`src/rtl/fetch_unit.sv`:
```
// fetch_unit: PC, req/ack instruction fetch, instruction latch/field split and next-PC sequencing.
// Optional macro FETCH_MISALIGN_TRAP_EN: misaligned next PC traps instead of being forced word-aligned.
module fetch_unit #(
  parameter logic [31:0] RESET_PC  = 32'h0000_0000,
  parameter logic [31:0] NOP_INSTR = 32'h0000_0013
) (
  input  logic        clock,
  input  logic        nReset,
  input  logic [1:0]  pcsel,
  input  logic        brtaken,
  input  logic [31:0] aluresult,
  input  logic [31:0] immext,
  input  logic        ramR,
  output logic        imem_req,
  output logic [31:0] imem_addr,
  input  logic        imem_ack,
  input  logic [31:0] imem_rdata,
  output logic [31:0] instr,
  output logic [6:0]  opcode,
  output logic [2:0]  funct3,
  output logic [6:0]  funct7,
  output logic [4:0]  rd,
  output logic [4:0]  rs1,
  output logic [4:0]  rs2,
  output logic        instr_valid,
  output logic [31:0] pc,
  output logic [31:0] pc4,
  output logic        commit,
  output logic        trap
);

  localparam logic [2:0] IDLE    = 3'd0;
  localparam logic [2:0] FETCH   = 3'd1;
  localparam logic [2:0] EXEC    = 3'd2;
  localparam logic [2:0] MEMWAIT = 3'd3;
  localparam logic [2:0] TRAP    = 3'd4;

  logic [2:0]  state;
  logic [31:0] target;
  logic [31:0] next_pc;
  logic        misalign;
  logic        retire;

  always_comb begin
    target = pc + 32'd4;
    case (pcsel)
      2'b01:   target = aluresult & ~32'h1;
      2'b10:   if (brtaken) target = pc + immext;
      2'b11:   target = pc + immext;
      default: target = pc + 32'd4;
    endcase
`ifdef FETCH_MISALIGN_TRAP_EN
    next_pc  = target;
    misalign = (target[1:0] != 2'b00);
`else
    next_pc  = target & ~32'h3;
    misalign = 1'b0;
`endif
  end

  // Handshake outputs are forced low while reset is held so a reset in MEMWAIT never commits.
  assign retire      = nReset && ((state == EXEC && !ramR) || state == MEMWAIT);
  assign commit      = retire && !misalign;
  assign imem_req    = nReset && (state == FETCH);
  assign instr_valid = nReset && (state == EXEC || state == MEMWAIT);
`ifdef FETCH_MISALIGN_TRAP_EN
  assign trap        = nReset && (state == TRAP);
`else
  assign trap        = 1'b0;
`endif

  assign imem_addr = pc;
  assign pc4       = pc + 32'd4;
  assign opcode    = instr[6:0];
  assign rd        = instr[11:7];
  assign funct3    = instr[14:12];
  assign rs1       = instr[19:15];
  assign rs2       = instr[24:20];
  assign funct7    = instr[31:25];

  always_ff @(posedge clock) begin
    if (!nReset) begin
      state <= IDLE;
      pc    <= RESET_PC;
      instr <= NOP_INSTR;
    end else begin
      case (state)
        IDLE:  state <= FETCH;
        FETCH: begin
          if (imem_ack) begin
            instr <= imem_rdata;
            state <= EXEC;
          end
        end
        EXEC: begin
          if (ramR) begin
            state <= MEMWAIT;
          end else if (misalign) begin
            state <= TRAP;
          end else begin
            pc    <= next_pc;
            state <= FETCH;
          end
        end
        MEMWAIT: begin
          if (misalign) begin
            state <= TRAP;
          end else begin
            pc    <= next_pc;
            state <= FETCH;
          end
        end
        TRAP:    state <= TRAP;
        default: state <= IDLE;
      endcase
    end
  end

endmodule

```
`config.mk`:
```
export PLATFORM = sky130hd
export DESIGN_NAME = fetch_unit
export DESIGN_NICKNAME = d
export VERILOG_FILES = /design/src/rtl/fetch_unit.sv
export SDC_FILE = /design/constraint.sdc
export NUM_CORES = 1
export LEC_CHECK = 0
export CORE_UTILIZATION = 38
export DETAILED_ROUTE_END_ITERATION = 6
export PLACE_DENSITY_LB_ADDON = 0.25
export SLEW_MARGIN = 10
export SYNTH_ARGS = -nofsm -noshare
export SYNTH_HDL_FRONTEND = slang
export SYNTH_SLANG_ARGS = --single-unit
```
`constraint.sdc`:
```
create_clock -name clock -period 2.68 [get_ports clock]
set_clock_uncertainty 0.05 [all_clocks]
set_input_delay 0.268 -clock clock [delete_from_list [all_inputs] [get_ports clock]]
set_output_delay 0.268 -clock clock [all_outputs]
set_load 0.02 [all_outputs]
```
==> results_tabular.tex <==
\begin{tabular}{lr}
\hline
Metric & Value \\
\hline
\multicolumn{2}{l}{\textbf{Synth}} \\
\quad Share of the yosys chip area belonging to registers & 0.242 \\
\quad Number of flops mapped to enable cells by yosys & 0 \\
\quad Synth Warn \# & 0 \\
\quad Share of synthesized registers carrying an async set or reset & 0 \\
\quad Synth unique cells & between 60 and 70 \\
\quad Avg Inst Size Synth & around 7.4 µm² \\
\quad Count of mapped cells out of synthesis & 726 \\
\quad Flop and latch count out of synthesis & 65 \\
\quad Most instantiated flip-flop cell in the synthesis netlist & dfxtp\_1 \\
\quad Post-synthesis instance area & 5390 µm² \\
\multicolumn{2}{l}{\textbf{Place}} \\
\quad RD Place Congestion & 0.892 \\
\quad Total half-perimeter wirelength after legalization and detailed placement & roughly 16 mm \\
\quad Count of input and output buffers & $\sim$260 \\
\quad Post-placement setup slack & -435 ps \\
\quad Post-Place Cells & about 1200 \\
\multicolumn{2}{l}{\textbf{Global routing}} \\
\quad Largest net degree at the start of global routing & 33 \\
\quad All-layer global routing usage & 0.270 \\
\quad Number of global-route vias before repair & $\sim$6200 \\
\quad First-pass GRT wire length & roughly 31 mm \\
\quad Initial antenna violation count & 0 \\
\quad Remaining global-route overflow & 0 \\
\multicolumn{2}{l}{\textbf{STA}} \\
\quad Final-layout setup total negative slack & 0 ps \\
\quad Crit share post-route & 0.992 \\
\quad Max Slew Vio Count & 0 \\
\quad Minimum setup slack in the final design & 22.4 ps \\
\quad Worst slew pin tran & approximately 600 ps \\
\quad Final Hold Violating Endpoints & 0 \\
\quad Worst slew margin relative to its limit & 0.598 \\
\quad Highest Clock Rate & between 300 and 400 MHz \\
\quad RSZ-0062 raised after global routing & yes \\
\quad Fin crit period & around 2700 ps \\
\quad Final setup violation count & 0 \\
\multicolumn{2}{l}{\textbf{Flow run}} \\
\quad Maxcap violations & 0 \\
\multicolumn{2}{l}{\textbf{Clock tree}} \\
\quad TritonCTS clock tree & yes \\
\quad Source-to-sink clock delay at the later pin of the worst-skew pair & around 340 ps \\
\quad Maximum level of the CTS H-tree & 3 \\
\quad CTS clk-pin slew, worst paths & approximately 60 ps \\
\quad Number of buffers created by CTS & 9 \\
\quad Num Clock Sinks & 65 \\
\quad Clock Path Buffers & 2 \\
\quad CTS Root Buffer Type & clkbuf\_16 \\
\multicolumn{2}{l}{\textbf{Drt}} \\
\quad First-pass iteration count of the detailed router & 5 \\
\quad Count of vias placed by the detailed router & around 6400 \\
\quad Iteration-0 DRC count of the detailed router & 329 \\
\quad WL/cell & 16.6 µm \\
\quad Count of unresolved DRC violations after routing & 0 \\
\quad Total routed wirelength & a little over 20 mm \\
\quad Via-per-instance ratio & 5.27 \\
\quad Residual antenna-violating net count after detailed routing & 0 \\
\multicolumn{2}{l}{\textbf{Die}} \\
\quad Area of the core region & 13900 µm² \\
\quad Row Count & 43 \\
\quad Number of top-level pins & about 270 \\
\quad Area of the die & between 10000 and 15000 µm² \\
\quad Horiz. Die Dim & roughly 120 µm \\
\quad Height of the die & between 100 and 150 µm \\
\quad Initial standard-cell utilization of the core & 0.388 \\
\multicolumn{2}{l}{\textbf{Min path}} \\
\quad Worst hold-check path type & reg2reg \\
\multicolumn{2}{l}{\textbf{Critical path}} \\
\quad Critical path endpoint category & flip-flop \\
\quad Maximum fanout along the worst path & 3 \\
\quad Kind of launch point of the worst setup path & flip-flop \\
\quad CP Data Arrival Time & about 2900 ps \\
\quad Data required time of the worst path & approximately 2900 ps \\
\quad Critical path class & reg2reg \\
\multicolumn{2}{l}{\textbf{Final layout}} \\
\quad Net total in the final layout & between 1000 and 1500 \\
\quad Antenna fix cells & 0 \\
\quad Layout fillers & about 1200 \\
\quad Cell Count, Final, Fillers Out & 1222 \\
\quad Register cell area after layout & around 1300 µm² \\
\quad Combined area of the multi-input logic cells & $\sim$3500 µm² \\
\quad Post-synthesis to final-layout area growth & 67.8\% \\
\quad Share of post-route cells with drive strength above 1 & 0.203 \\
\multicolumn{2}{l}{\textbf{Power}} \\
\quad Worst-case vdd ir drop & just over 0.3 mV \\
\quad Leakage & between 3 and 4 nW \\
\quad Power per standard cell area & about 400 nW/µm² \\
\quad Post-layout total power & between 3 and 4 mW \\
\multicolumn{2}{l}{\textbf{Status}} \\
\quad Result of the run & finished clean \\
\hline
\end{tabular}
-- cell type report --
type / instances / share of cell area
flip-flops and latches: 65 / 0.145
inverters: 15 / 0.00623
well taps: 180 / 0.0249
clock inverters: 5 / 0.00401
clock buffers: 11 / 0.0292
multi-input cells: 545 / 0.391
repair buffers: 401 / 0.400
-- placed cells by master (no fill, tap or decap), types with 4 or more instances in the layout --
cell type | netlist | routed
buf_4 | 69 | 145
a211o_1 | 4 | 4
a31oi_1 | 5 | 4
a21o_1 | 7 | 7
o211ai_1 | 4 | 4
xnor2_1 | 37 | 35
o21bai_1 | 6 | 6
xor2_1 | 11 | 11
dfxtp_1 | 65 | 61
clkdlybuf4s50_1 | 0 | 230
nand3_1 | 19 | 19
and3_1 | 7 | 7
nand2_1 | 118 | 118
o21ai_1 | 2 | 4
and2_1 | 6 | 6
or3_1 | 4 | 4
and4_1 | 4 | 4
or2_2 | 4 | 4
a221o_1 | 4 | 4
a21oi_1 | 108 | 106
inv_1 | 14 | 13
ha_1 | 30 | 28
nor2b_1 | 5 | 4
clkbuf_2 | 0 | 7
nor2_1 | 33 | 31
conb_1 | 1 | 7
a221oi_1 | 23 | 23
clkbuf_16 | 0 | 10
a211oi_1 | 4 | 4
nor3_1 | 13 | 12
dlygate4sd2_1 | 0 | 12
nand4_1 | 14 | 14
o21ai_0 | 19 | 15
-- cells by family after synthesis --
family / synth area share
buffers and inverters: 0.133
other: 0.000696
adders and majority gates: 0.0734
AOI/OAI and AO/OA: 0.260
xor gates and xnor gates: 0.0780
and+or+nand+nor: 0.209
DFF: 0.242
muxes: 0.00395
-- metal layers --
| metal | vias up | wire length (µm) | global-route usage |
|---|---|---|---|
| met4 | 0 | 437 | 0.0957 |
| met1 | 2984 | 8440 | 0.320 |
| met3 | 31 | 1580 | 0.0559 |
| li1 | 3138 | - | - |
| met5 | - | 0 | 0 |
| met2 | 290 | 9850 | 0.478 |
-- where the power goes --
group	switching, mW	internal [mW]
combinational	0.666	0.671
sequential	0.0518	1.02
clock	0.486	0.709
-- state kept, by name, indices dropped and copies added (netlist names) --
name	cells
imem_addr	30
instr	32
state	3
-- synthesized netlist by cell type (2+ instances only) --
| cell type | number | share of area |
|---|---|---|
| nor2_1 | 33 | 0.023 |
| a31oi_1 | 5 | 0.0058 |
| a221oi_1 | 23 | 0.037 |
| a221o_1 | 4 | 0.0074 |
| a211oi_2 | 2 | 0.0046 |
| or3_1 | 4 | 0.0046 |
| a211o_1 | 4 | 0.0065 |
| xnor2_1 | 37 | 0.060 |
| and3_1 | 7 | 0.0081 |
| buf_1 | 6 | 0.0042 |
| o21a_1 | 3 | 0.0042 |
| xor2_1 | 11 | 0.018 |
| or2_2 | 4 | 0.0046 |
| a211oi_1 | 4 | 0.0056 |
| o2bb2ai_1 | 3 | 0.0049 |
| o21ai_1 | 2 | 0.0019 |
| a21o_1 | 7 | 0.0098 |
| o41ai_1 | 2 | 0.0033 |
| clkbuf_1 | 31 | 0.022 |
| o21ai_0 | 19 | 0.018 |
| a21oi_1 | 108 | 0.10 |
| and2_1 | 6 | 0.0070 |
| nor2b_1 | 5 | 0.0058 |
| nand4_1 | 14 | 0.016 |
| nor4_1 | 3 | 0.0035 |
| inv_1 | 14 | 0.0098 |
| nand2b_1 | 3 | 0.0035 |
| nor3_1 | 13 | 0.012 |
| nand2_1 | 118 | 0.082 |
| ha_1 | 30 | 0.070 |
| buf_4 | 69 | 0.096 |
| o21bai_1 | 6 | 0.0084 |
| o211ai_1 | 4 | 0.0056 |
| a21boi_0 | 2 | 0.0028 |
| and4_1 | 4 | 0.0065 |
| dfxtp_1 | 65 | 0.24 |
| nand3_1 | 19 | 0.018 |
-- per-stage QoR --
stage	instance area (µm²)	utilization	hold WS (ps)
after floorplan	5430	-	342
final	9040	0.651	417
after global routing	9040	0.651	421
after global placement	8610	0.620	396
after detailed placement	8610	0.620	409
after CTS	8930	0.643	412
-- repair_timing --
action                                  CTS  global route
resized for setup                        33            37
setup buffers                             1             6
endpoints found under the setup margin   25            22
hold buffers                              0             0
pin swaps                                 2            14
-- final timing paths --
path | startpoint | end | slack [ps] | depth (start not counted)
setup / recovery | imem_addr[2] | imem_addr[28] | 20 | 11
hold / removal | instr[6] | instr[6] | 420 | 2
setup reg to reg | imem_addr[2] | imem_addr[28] | 20 | 11
hold reg to reg | instr[6] | instr[6] | 420 | 2
-- worst max-delay path: stages, from the launching register on --
cell and delay (ps):
dfxtp_4 370, ha_4 130, inv_2 40, fa_2 390, and2b_1 210, o31a_2 140
o21a_2 140, a21bo_4 130, a31oi_2 100, or4_1 440, a2111o_1 400, o211ai_2 60
(Power assumes the default switching activity.)
